==> config.mk <==
export PLATFORM = sky130hd
export DESIGN_NAME = thunderbird_lamp_decoder
export DESIGN_NICKNAME = d
export VERILOG_FILES = /design/src/rtl/thunderbird_lamp_decoder.sv
export SDC_FILE = /design/constraint.sdc
export NUM_CORES = 1
export LEC_CHECK = 0
export BUFFER_PORTS_ARGS = -buffer_cell sky130_fd_sc_hd__clkbuf_2
export CAP_MARGIN = 40
export CORE_MARGIN = 4
export CORE_UTILIZATION = 55
export DETAILED_ROUTE_END_ITERATION = 6
export PLACE_DENSITY = 0.81
export SYNTH_ARGS = -nofsm -noshare
export SYNTH_HDL_FRONTEND = slang
export SYNTH_SLANG_ARGS = --single-unit
==> constraint.sdc <==
create_clock -name clk -period 3 [get_ports clk]
set_input_delay 0.15 -clock clk [delete_from_list [all_inputs] [get_ports clk]]
set_output_delay 0.15 -clock clk [all_outputs]
set_load 0.05 [all_outputs]
==> src/rtl/thunderbird_lamp_decoder.sv <==
// Decodes the six tail-light outputs of the Thunderbird turn-signal FSM back into the turn command.
// It tracks the lamp sequence, reports direction, counts completed sequences and flags illegal patterns.
module thunderbird_lamp_decoder #(
    parameter int SEQ_W = 8,
    parameter int ERR_W = 8
) (
    input  logic             clk,
    input  logic             reset,
    input  logic             la,
    input  logic             lb,
    input  logic             lc,
    input  logic             ra,
    input  logic             rb,
    input  logic             rc,
    output logic             dir_left,
    output logic             dir_right,
    output logic             seq_done,
    output logic             err,
    output logic [1:0]       last_dir,
    output logic [SEQ_W-1:0] seq_count,
    output logic [ERR_W-1:0] err_count
);

    typedef enum logic [2:0] {IDLE, L1, L2, L3, R1, R2, R3} state_t;

    localparam logic [5:0] P_OFF = 6'b000000;
    localparam logic [5:0] P_L1  = 6'b100000;
    localparam logic [5:0] P_L2  = 6'b110000;
    localparam logic [5:0] P_L3  = 6'b111000;
    localparam logic [5:0] P_R1  = 6'b000100;
    localparam logic [5:0] P_R2  = 6'b000110;
    localparam logic [5:0] P_R3  = 6'b000111;

    state_t     state;
    state_t     next_state;
    logic       legal;
    logic       done;
    logic [5:0] p;

    assign p = {la, lb, lc, ra, rb, rc};

    always_comb begin
        next_state = IDLE;
        legal      = 1'b0;
        done       = 1'b0;
        case (state)
            IDLE: begin
                if (p == P_OFF) begin
                    legal = 1'b1;
                    next_state = IDLE;
                end else if (p == P_L1) begin
                    legal = 1'b1;
                    next_state = L1;
                end else if (p == P_R1) begin
                    legal = 1'b1;
                    next_state = R1;
                end
            end
            L1: if (p == P_L2) begin legal = 1'b1; next_state = L2; end
            L2: if (p == P_L3) begin legal = 1'b1; next_state = L3; end
            L3: if (p == P_OFF) begin legal = 1'b1; done = 1'b1; next_state = IDLE; end
            R1: if (p == P_R2) begin legal = 1'b1; next_state = R2; end
            R2: if (p == P_R3) begin legal = 1'b1; next_state = R3; end
            R3: if (p == P_OFF) begin legal = 1'b1; done = 1'b1; next_state = IDLE; end
            default: ;
        endcase
        // An illegal pattern that happens to be a sequence start is taken as a fresh start.
        if (!legal) begin
            if (p == P_L1)      next_state = L1;
            else if (p == P_R1) next_state = R1;
            else                next_state = IDLE;
        end
    end

    always_ff @(posedge clk or posedge reset) begin
        if (reset) begin
            state     <= IDLE;
            dir_left  <= 1'b0;
            dir_right <= 1'b0;
            seq_done  <= 1'b0;
            err       <= 1'b0;
            last_dir  <= 2'b00;
            seq_count <= '0;
            err_count <= '0;
        end else begin
            state     <= next_state;
            dir_left  <= (next_state == L1) || (next_state == L2) || (next_state == L3);
            dir_right <= (next_state == R1) || (next_state == R2) || (next_state == R3);
            seq_done  <= done;
            err       <= !legal;
            if (done) begin
                seq_count <= seq_count + SEQ_W'(1);
                last_dir  <= (state == L3) ? 2'b01 : 2'b10;
            end
            if (!legal && (err_count != '1)) begin
                err_count <= err_count + ERR_W'(1);
            end
        end
    end

endmodule

Word level (Yosys, flattened, before mapping)

Index checks and enable logic that the tools add are counted.

Output and inout bits: 22
Word-level logic and storage cells: 58
Register bits after elaboration: 25
Input port bits: 8

Mux-type cells: 20
Equal/unequal tests: 19
Reduce and logical (&&, ||, !) cells: 9
Add/subtract/negate cells: 2

Operator list:

| operator                                                              | count |
|---|---|
| 3-bit equality test, second input constant                            | 6 |
| 6-bit by 3-bit equality test with 1-bit output, second input constant | 3 |
| 6-bit equality test, second input constant                            | 3 |
| 3-bit 2-to-1 mux                                                      | 6 |
| 8-bit by 1-bit adder with 8-bit output, second input constant         | 2 |
| 3-bit case mux with 5 select lines                                    | 1 |
| 3-bit by 2-bit equality test with 1-bit output, second input constant | 4 |
| 1-bit 2-to-1 mux                                                      | 9 |
| 8-bit inequality test, second input constant                          | 1 |
| 3-bit by 1-bit equality test with 1-bit output, second input constant | 2 |
| 6-bit logical NOT                                                     | 1 |
| 2-bit 2-to-1 mux                                                      | 3 |
| 1-bit case mux with 6 select lines                                    | 1 |
| 1-bit logical OR                                                      | 4 |
| 3-bit logical NOT                                                     | 1 |
| 2-bit OR reduction                                                    | 1 |
| 1-bit logical AND                                                     | 1 |
| 1-bit logical NOT                                                     | 1 |

Depth between registers and ports, before layout

Gate-level depths: netlist of the first run.

Depth in word-level cells: 9
Depth in mapped cells: 7
Depth with buffers taken out: 6

Worst setup path after synthesis of the first run

No wires, ideal clock.

Path type: reg-to-reg
Start: register state[0]
End: register err_count[1]
Stages on the path, launching flop included: 7
Data required time: 2.872 ns
Path buffers: 1
Library setup time: 0.128 ns
Period minus slack after synthesis: 2.056 ns
Data arrival time: 1.929 ns
Path slack: 0.944 ns
Cell sequence: dfrtp_1 -> buf_6 -> or4_1 -> a211oi_1 -> nand2_1 -> nand3_2 -> mux2_1

Cells in the longest elaborated chain, start to end: 5
Elaborated cells on any way between the ends: 11
Those cells by class: eq/ne (6); mux (1); reduce/logical (4)

RTL lines:

| what                                                                                         | RTL line | text |
|---|---|---|
| start: declaration                                                                           | 34       | `state_t state;` |
| start signal: assignment                                                                     | 86       | `state <= next_state;` |
| 3-bit by 2-bit equality test with 1-bit output / 3-bit equality test (equally long branches) | 46       | `case (state)` |
| 2-bit OR reduction (no line)                                                                 | -        |  |
| 1-bit case mux with 6 select lines (*)                                                       | 46       |  |
| 1-bit logical NOT (*)                                                                        | 95       | `if (!legal && (err_count != '1)) begin` |
| 1-bit logical AND (*)                                                                        | 95       |  |
| end signal: assignment                                                                       | 96       | `err_count <= err_count + ERR_W'(1);` |
| end: declaration                                                                             | 21       | `output logic [ERR_W-1:0] err_count` |

Every way passes the cells marked *; elsewhere a longest branch is shown, timed or not.
A chain may end at the register's enable or synchronous reset.

Worst setup path after layout of the first run

Same ends and word-level chain as after synthesis.

==> results.sh, run 1 <==
export IMPL_reg2reg_slack_ns=0.74
export IMPL_io_pins=30
export IMPL_p_leak_nw=0.7098
export IMPL_hpwl_mm=1.963
export IMPL_startpoint="state[0]"
export IMPL_worstSetupEndpointType="register"
export IMPL_fp_dieArea_sq_um=3142
export IMPL_num_rows=17
export IMPL_synth_area_leader_cell="dfrtp_1"
export IMPL_placed_cell_area_sq_um=1436
export IMPL_pwr_share_comb=0.389
export IMPL_min_to="dir_right"
export IMPL_place_gp_congestion=0.9340
export IMPL_post_route_min_period_ns=2.263
export IMPL_grt_pass1_vias=1032
export IMPL_clk_pin_slew_ns=0.13
export IMPL_swShare=0.4352
export IMPL_drc=0
export IMPL_clock_sinks=25
export IMPL_topRoutingLayerUsed="met4"
export IMPL_required_ns=3.20
export IMPL_num_vias=1048
export IMPL_coreArea_sq_um=2212
export IMPL_setup_ws_ns=0.7372
export IMPL_fin_skew_ns=0.002099
export IMPL_synth_top_area_share=0.4926
export IMPL_wl_per_cell_um=14.07
export IMPL_tritoncts="done"
export IMPL_setup_viol=0
export IMPL_sequentialPowerShare=0.462
export IMPL_die_w_um=56.05
export IMPL_root_buffer="clkbuf_4"
export IMPL_drt_iter0_markers=31
export IMPL_drtPass1Iterations=5
export IMPL_start_util=0.5741
export IMPL_hold_path_class="input pin to register"
export IMPL_syn_mean_instance_area_sq_um=10.32
export IMPL_holdPathStages=3
export IMPL_die_h_um=56.05
export IMPL_place_ws_ns=0.7919
export IMPL_yosys_register_bits=25
export IMPL_synth_area_leaders="dfrtp_1, xnor2_1, nand4_1"
export IMPL_hold_viol=0
export IMPL_antenna_found_initial=0
export IMPL_wl_met2_mm=1.310
export IMPL_power_total_mw=0.9805
export IMPL_fin_setup_tns_ns=0
export IMPL_synth_edf_count=0
export IMPL_wl_met1_mm=1.057
export IMPL_powerDensity_nw_per_um2=665.8
export IMPL_fin_nets=164
export IMPL_dr_wl_met3_um=145
export IMPL_p_int_mw=0.5538
export IMPL_ys_flop_type="dfrtp_1"
export IMPL_clock_fmax_mhz=441.9
export IMPL_reg2reg_depth=5
export IMPL_clkPwrFrac=0.149
export IMPL_maxCapViolCount=0
export IMPL_critical_path_arrival_ns=2.47
export IMPL_synth_seq_area_share=0.4926
export IMPL_ys_warn_count=0
export IMPL_worst_setup_path_start_kind="register"
export IMPL_status="complete, no violations"
export IMPL_port_buffers=29
export IMPL_rr_endpoint="err_count[1]"
export IMPL_mappedNetlistArea_sq_um=1270
export IMPL_synthesis_nets=133
export IMPL_rsz0062_at_grt="no"
export IMPL_antenna_cells=0
export IMPL_maxSlewViolCount=0
export IMPL_r2r_start="state[0]"
export IMPL_antenna_left=0
export IMPL_drive_above_1_share=0.2745
export IMPL_crit_fanout=9
export IMPL_peakVddDrop_uv=510.8
export IMPL_worst_pin_slew_ns=0.9032
export IMPL_fin_area_sq_um=1473
export IMPL_viasPerCell=5.790
export IMPL_fin_crit_sh=0.7543
export IMPL_wl_mm=2.547
export IMPL_grt_max_degree=17
export IMPL_hp_start="lb"
export IMPL_post_cts_resized=0
export IMPL_slew_headroom=0.3951
export IMPL_area_growth_synth_to_final_pct=15.96
export IMPL_grt_util_all_layers=0.1718
export IMPL_clock_path_buffers=2
export IMPL_grt_overflow_total=0
export IMPL_grt_pass1_wl_mm=4.422
export IMPL_async_flop_share=1.000
export IMPL_cts_buffers_inserted=3
export IMPL_clk_latency_ns=0.30
export IMPL_h_tree_depth=1
export IMPL_synth_cell_type_count=34
export IMPL_power_switching_mw=0.4266
export IMPL_synthCells=123
export IMPL_path_class="register to register"
==> layout make-up <==
class	instances	area, sq um
Clock buffer	4	26.28
Fill cell	184	739.5
Inverter	5	18.77
Multi-Input combinational cell	88	596.8
Sequential cell	25	625.6
Tap cell	28	35.03
Timing Repair Buffer	31	170.2
==> metal layers <==
metal | GRT usage | up-vias
met2 | 0.3038 | 40
li1 | - | 504
met4 | 0.05763 | 0
met3 | 0.03016 | 4
met5 | 0 | -
met1 | 0.2091 | 500
==> sequential cells by signal, indices dropped and copies added (netlist names) <==
name	cells
seq_count	8
err_count	8
seq_done	1
err	1
last_dir	2
state	3
dir_left	1
dir_right	1
==> power by group through the flow <==
stage	clock, mW	sequential [mW]	combinational [mW]
4_1_cts	0.152	0.453	0.386
2_1_floorplan	0	0.625	0.125
5_1_grt	0.174	0.465	0.408
3_5_place_dp	0	0.459	0.386
3_3_place_gp	0	0.456	0.376
6_report	0.146	0.453	0.381
==> synth_stat cells (2+ instances only) <==
master,instances
nor2_1,11
inv_1,5
ha_1,2
buf_2,2
or3b_2,3
nand3_1,5
o21a_1,2
and3_1,2
clkbuf_1,2
xnor2_1,14
nor3_1,3
nand2_1,8
dfrtp_1,25
nor4b_1,2
a211oi_1,3
nand4_1,9
a21oi_1,5
a31oi_1,3
or2_2,2
==> per-stage QoR <==
step,utilization,hold WS (ns),cells
after floorplan,-,0.1773,123
after global placement,0.6425,0.3596,175
after detailed placement,0.6493,0.1356,176
after CTS,0.6657,0.1509,181
after global routing,0.6657,0.1686,181
final,0.6657,0.1652,181
==> how the worst max path moves through the flow <==
stage / endpoint / depth (start not counted)
after floorplan: err_count[1] / 6
after global placement: err_count[1] / 5
after detailed placement: err_count[1] / 5
after CTS: err_count[1] / 5
after global routing: err_count[1] / 5
final: err_count[1] / 5
==> timing repair <==
action | CTS | global route
endpoints found under the hold margin | 9 | 0
hold buffers | 1 | 0
setup buffers | 0 | 0
==> worst max-delay path, cell delays in order, from the launching register on <==
cell	delay [ns]
dfrtp_1	0.51
or4_1	0.54
a211oi_1	0.35
nand2_1	0.27
nand3_2	0.16
mux2_1	0.32
==> cells by family after synthesis <==
group           Yosys count  synth area share
compound gates           15           0.07586
xor+xnor                 15            0.1035
fa+ha+maj                 2           0.01970
buf+inv                  10           0.03744
flops                    25            0.4926
mux                       2           0.01773
simple gates             54            0.2532
==> layout by cell type, fill, tap and decap left out, types with 3 or more instances in the layout <==
cell type	n
a211oi_1	3
a21oi_1	5
a31oi_1	3
clkbuf_2	29
clkbuf_4	3
dfrtp_1	25
inv_1	5
nand2_1	8
nand3_1	5
nand4_1	9
nor2_1	11
nor3_1	3
or3b_2	3
xnor2_1	14
No activity file was read; power rests on OpenSTA's default activity.
==> inputs of run 2 (changes only) <==
- CORE_UTILIZATION: 55 -> 47
- PLACE_DENSITY: 0.81 -> 0.74
- clock period: 3 -> 1.9 ns (I/O delays scaled with it)
==> run 2 against run 1 <==
  * Critical path depth unchanged
  * Utilization decreased by 3.2 points
  * Cell area increased by 8.5%
  * Combinational power increased by 65%
  * First-iteration DRC count increased by 39%
  * Wire length increased by 3.6%
  * Die area increased by 15%
  * Clock power increased by 64%
  * Sequential power increased by 58%
  * Worst hold slack got worse by 0.041 ns
  * Non-clock buffer count increased by 10
  * Critical endpoint unchanged
==> results.sh, run 2 (synthesis results as in run 1) <==
export IMPL_status="complete, no violations"
export IMPL_mostFrequentLayoutCells="clkbuf_2, dfrtp_1, xnor2_1, nor2_1, buf_4"
export IMPL_die_h_um=59.98
export IMPL_peakVddDrop_uv=871.3
export IMPL_fp_dieArea_sq_um=3598
export IMPL_clk_pin_slew_ns=0.14
export IMPL_crit_chain="or4_4 > a211oi_4 > nand2_2 > nand3_2 > mux2_4"
export IMPL_antenna_left=0
export IMPL_antenna_found_initial=0
export IMPL_num_rows=18
export IMPL_drc=0
export IMPL_final_common_cell="clkbuf_2"
export IMPL_grt_pass1_wl_mm=4.174
export IMPL_fin_nets=174
export IMPL_path_class="register to register"
export IMPL_clock_path_buffers=2
export IMPL_drt_iter0_markers=43
export IMPL_worst_pin_slew_ns=0.4519
export IMPL_drive_above_1_share=0.3742
export IMPL_critical_path_arrival_ns=2.06
export IMPL_power_total_mw=1.586
export IMPL_fin_cells=193
export IMPL_clock_fmax_mhz=541.3
export IMPL_worstSetupEndpointType="register"
export IMPL_required_ns=2.11
export IMPL_grt_max_degree=26
export IMPL_root_buffer="clkbuf_4"
export IMPL_clk_latency_ns=0.31
export IMPL_port_buffers=29
export IMPL_antenna_cells=0
export IMPL_hold_viol=0
export IMPL_hold_path_class="input pin to register"
export IMPL_maxSlewViolCount=0
export IMPL_p_leak_nw=0.7649
export IMPL_setup_viol=0
export IMPL_die_w_um=59.98
export IMPL_rsz0062_at_grt="yes"
export IMPL_io_pins=30
export IMPL_worst_setup_path_start_kind="register"
export IMPL_grt_overflow_total=0
export IMPL_place_gp_congestion=0.9948
export IMPL_reg_top3="err_count x8, seq_count x8, state x3"
export IMPL_grt_util_all_layers=0.1525
export IMPL_hpwl_mm=1.970
export IMPL_cts_buffers_inserted=3
export IMPL_wl_per_cell_um=13.67
export IMPL_maxCapViolCount=0
export IMPL_start_util=0.5035
export IMPL_cpPeakStageDelay_ns=0.52
export IMPL_viasPerCell=5.497
export IMPL_h_tree_depth=1
export IMPL_fin_crit_sh=0.9723
export IMPL_grt_pass1_vias=967
export IMPL_fillers=216
export IMPL_placed_cells=187
export IMPL_holdPathStages=3
export IMPL_post_route_min_period_ns=1.847
export IMPL_num_vias=1061
export IMPL_fin_setup_tns_ns=0
export IMPL_cp_slowest_cell="or4_4"
export IMPL_fin_skew_ns=0.004674
export IMPL_reg2reg_depth=5
export IMPL_tritoncts="done"
export IMPL_slew_headroom=0.6945
export IMPL_crit_fanout=5
export IMPL_wl_mm=2.639
export IMPL_coreArea_sq_um=2522
export IMPL_area_growth_synth_to_final_pct=25.81
export IMPL_powerDensity_nw_per_um2=992.5
export IMPL_drtPass1Iterations=6
export IMPL_clock_sinks=25
[run 2: worst paths after layout]
kind	endpoint	slack [ns]	start
setup / recovery	err_count[1]	0.05	state[0]
hold / removal	dir_right	0.12	lc
setup reg to reg	err_count[1]	0.05	state[0]
hold reg to reg	seq_count[7]	0.48	seq_count[7]
max in group asynchronous	err_count[2]	1.33	reset
min in group asynchronous	err_count[7]	0.33	reset
[run 2: critical path, delay by kind of cell (launching register included)]
family | cells | cell delay [ns]
flip-flops | 1 | 0.42
multiplexers | 1 | 0.30
AND/OR/NAND/NOR | 3 | 0.76
AO/OA/AOI/OAI | 1 | 0.27
[run 2: cell type report]
cell class,instances,area (sq um),area share
flip-flops and latches,25,625.6,0.3915
clock inverters,1,7.507,0.004699
inverters,5,18.77,0.01175
clock buffers,3,22.52,0.01410
well taps,30,37.54,0.02349
repair buffers,41,241.5,0.1511
multi-input cells,88,644.4,0.4033
[run 2: layer usage]
metal	share of wire	vias up	routed length, um	track usage
met5	0	-	0	0
met4	0.014	0	36	0.05063
met3	0.049	6	129	0.03024
met2	0.49	28	1295	0.2469
met1	0.45	507	1178	0.2033
li1	-	520	-	-
[run 2: what timing repair did]
action	in CTS	in global routing
setup endpoints to repair	1	6
resized for setup	1	8
pin swaps	0	4
hold buffers	1	0
hold endpoints to repair	25	0
setup buffers	0	1
[run 2: power by group]
group / internal (mW) / switching, mW
logic: 0.199 / 0.431
clock network: 0.0802 / 0.158
registers: 0.615 / 0.102
total: 0.894 / 0.692
[run 2: metrics by stage]
stage	setup slack (ns)	area, sq um	hold slack, ns	util
3_5_place_dp	0.006729	1506	0.1437	0.5972
6_report	0.05256	1598	0.1240	0.6334
4_1_cts	0.01629	1551	0.1088	0.6151
2_1_floorplan	0.008644	1277	0.1223	-
5_1_grt	-0.02505	1598	0.1208	0.6334
3_3_place_gp	0.05788	1506	0.1340	0.5972
==> inputs of run 3 (changes only) <==
- PLACE_DENSITY: 0.74 -> 0.8
- clock period: 1.9 -> 1.6 ns (I/O delays scaled with it)
==> run 3 against run 2 <==
  * The flow now finishes with violations (negative setup slack)
  * Setup slack worse by 0.26 ns
  * Cell area up 21%
  * Global-route usage up 4.8 points
==> results.sh, run 3 (synthesis results as in run 1) <==
export IMPL_violations="negative setup slack"
export IMPL_num_rows=18
export IMPL_drc=0
export IMPL_antenna_found_initial=0
export IMPL_setup_viol=19
export IMPL_status="complete, but fails checks"
export IMPL_clock_path_buffers=2
export IMPL_viasPerCell=5.411
export IMPL_mostFrequentLayoutCells="buf_4, clkbuf_2, dfrtp_1, xnor2_1"
export IMPL_start_util=0.5035
export IMPL_setup_ws_ns=-0.2058
export IMPL_power_total_mw=2.017
export IMPL_io_pins=30
export IMPL_clk_latency_ns=0.34
export IMPL_crit_chain="buf_4 > or3b_4 > nor3_4 > buf_6 > mux2_2"
export IMPL_peakVddDrop_uv=1536
export IMPL_antenna_left=0
export IMPL_fin_crit_sh=1.129
export IMPL_wl_per_cell_um=15.27
export IMPL_root_buffer="clkbuf_4"
export IMPL_cpPeakStageDelay_ns=0.40
export IMPL_clock_fmax_mhz=553.8
export IMPL_worstSetupEndpointType="register"
export IMPL_clk_pin_slew_ns=0.15
export IMPL_fillers=163
export IMPL_ff_latch_area_sq_um=628.1
export IMPL_placed_cells=204
export IMPL_tritoncts="done"
export IMPL_worst_setup_path_start_kind="register"
export IMPL_port_buffers=29
export IMPL_hold_viol=0
export IMPL_grt_overflow_total=0
export IMPL_fin_skew_ns=0.02032
export IMPL_grt_util_all_layers=0.2005
export IMPL_slew_headroom=0.6625
export IMPL_wl_mm=3.345
export IMPL_cts_buffers_inserted=3
export IMPL_critical_path_arrival_ns=2.05
export IMPL_hold_path_class="input pin to register"
export IMPL_die_h_um=59.98
export IMPL_hpwl_mm=2.242
export IMPL_worst_pin_slew_ns=0.4992
export IMPL_cp_slowest_cell="dfrtp_1"
export IMPL_maxSlewViolCount=0
export IMPL_p_leak_nw=0.9271
export IMPL_maxCapViolCount=0
export IMPL_required_ns=1.85
export IMPL_drive_above_1_share=0.5291
export IMPL_final_common_cell="buf_4"
export IMPL_grt_pass1_vias=1274
export IMPL_fp_dieArea_sq_um=3598
export IMPL_antenna_cells=0
export IMPL_multi_input_area_sq_um=757.0
export IMPL_post_route_min_period_ns=1.806
export IMPL_drtPass1Iterations=4
export IMPL_crit_fanout=5
export IMPL_grt_max_degree=26
export IMPL_coreArea_sq_um=2522
export IMPL_drt_iter0_markers=12
export IMPL_fin_nets=200
export IMPL_path_class="register to register"
export IMPL_grt_pass1_wl_mm=5.437
export IMPL_powerDensity_nw_per_um2=1047
export IMPL_place_gp_congestion=0.9256
export IMPL_die_w_um=59.98
export IMPL_num_vias=1185
export IMPL_fin_cells=219
export IMPL_h_tree_depth=1
export IMPL_clock_sinks=25
export IMPL_rsz0062_at_grt="yes"
export IMPL_area_growth_synth_to_final_pct=51.72
export IMPL_reg_top3="err_count x8, seq_count x8, state x3"
-- run 3: cell types whose count changed in the layout (fill, tap and decap cells not counted), moves of 2 or more --
cell | previous run | this run
nor2_4 | 0 | 2
dfrtp_2 | 0 | 2
buf_6 | 1 | 6
nor2_1 | 11 | 9
dfrtp_1 | 25 | 23
buf_4 | 10 | 31
a211oi_1 | 2 | 0
-- run 3: layout make-up --
type	count	area share
multi-input cells	88	0.3929
flip-flops and latches	25	0.3260
repair buffers	67	0.2364
well taps	30	0.01948
clock buffers	3	0.01169
inverters	5	0.009740
clock inverters	1	0.003896
-- run 3: path summary, 6_finish.rpt --
check                              from  depth (start not counted)  slack (ns)           end
min in group asynchronous         reset                          4        0.30  err_count[3]
max in group asynchronous         reset                          4        1.01  err_count[0]
hold reg to reg            seq_count[7]                          1        0.48  seq_count[7]
setup reg to reg               state[1]                          5       -0.21  seq_count[1]
hold / removal                       lc                          3         0.1     dir_right
setup / recovery               state[1]                          5       -0.21  seq_count[1]
-- run 3: power breakdown --
part | leakage, nW | internal [mW] | switching, mW
logic | 0.592 | 0.292 | 0.572
registers | 0.321 | 0.733 | 0.120
clock network | 0.0139 | 0.0959 | 0.203
-- run 3: layer usage --
layer | global-route usage | vias up | share of wire
met5 | 0 | - | 0
met1 | 0.2479 | 578 | 0.41
met2 | 0.3441 | 28 | 0.53
li1 | - | 575 | -
met4 | 0.05696 | 0 | 0.016
met3 | 0.04968 | 4 | 0.043
-- run 3: critical path, delay by kind of cell, from the launching register on --
kind / cells / cell delay, ns
buf+inv: 2 / 0.30
flops: 1 / 0.40
mux: 1 / 0.32
simple gates: 2 / 0.72
-- run 3: stage by stage --
stage | instance area [sq um] | hold WS, ns | utilization | setup slack [ns] | setup TNS (ns)
2_1_floorplan | 1325 | 0.1073 | - | -0.1688 | -0.3168
4_1_cts | 1800 | 0.09970 | 0.7138 | -0.1824 | -1.968
6_report | 1927 | 0.09665 | 0.7639 | -0.2058 | -2.191
5_1_grt | 1927 | 0.1142 | 0.7639 | -0.2700 | -3.686
3_3_place_gp | 1670 | 0.1175 | 0.6622 | -0.1478 | -0.8850
3_5_place_dp | 1670 | 0.1270 | 0.6622 | -0.1902 | -1.447
-- run 3: repair_timing --
item | 4_1_cts | 5_1_grt
buffers inserted | 6 | 5
pin swaps | 8 | 16
gates resized for setup | 10 | 17
setup endpoints to repair | 18 | 22
endpoints found under the hold margin | 25 | 0
hold buffers | 1 | 0
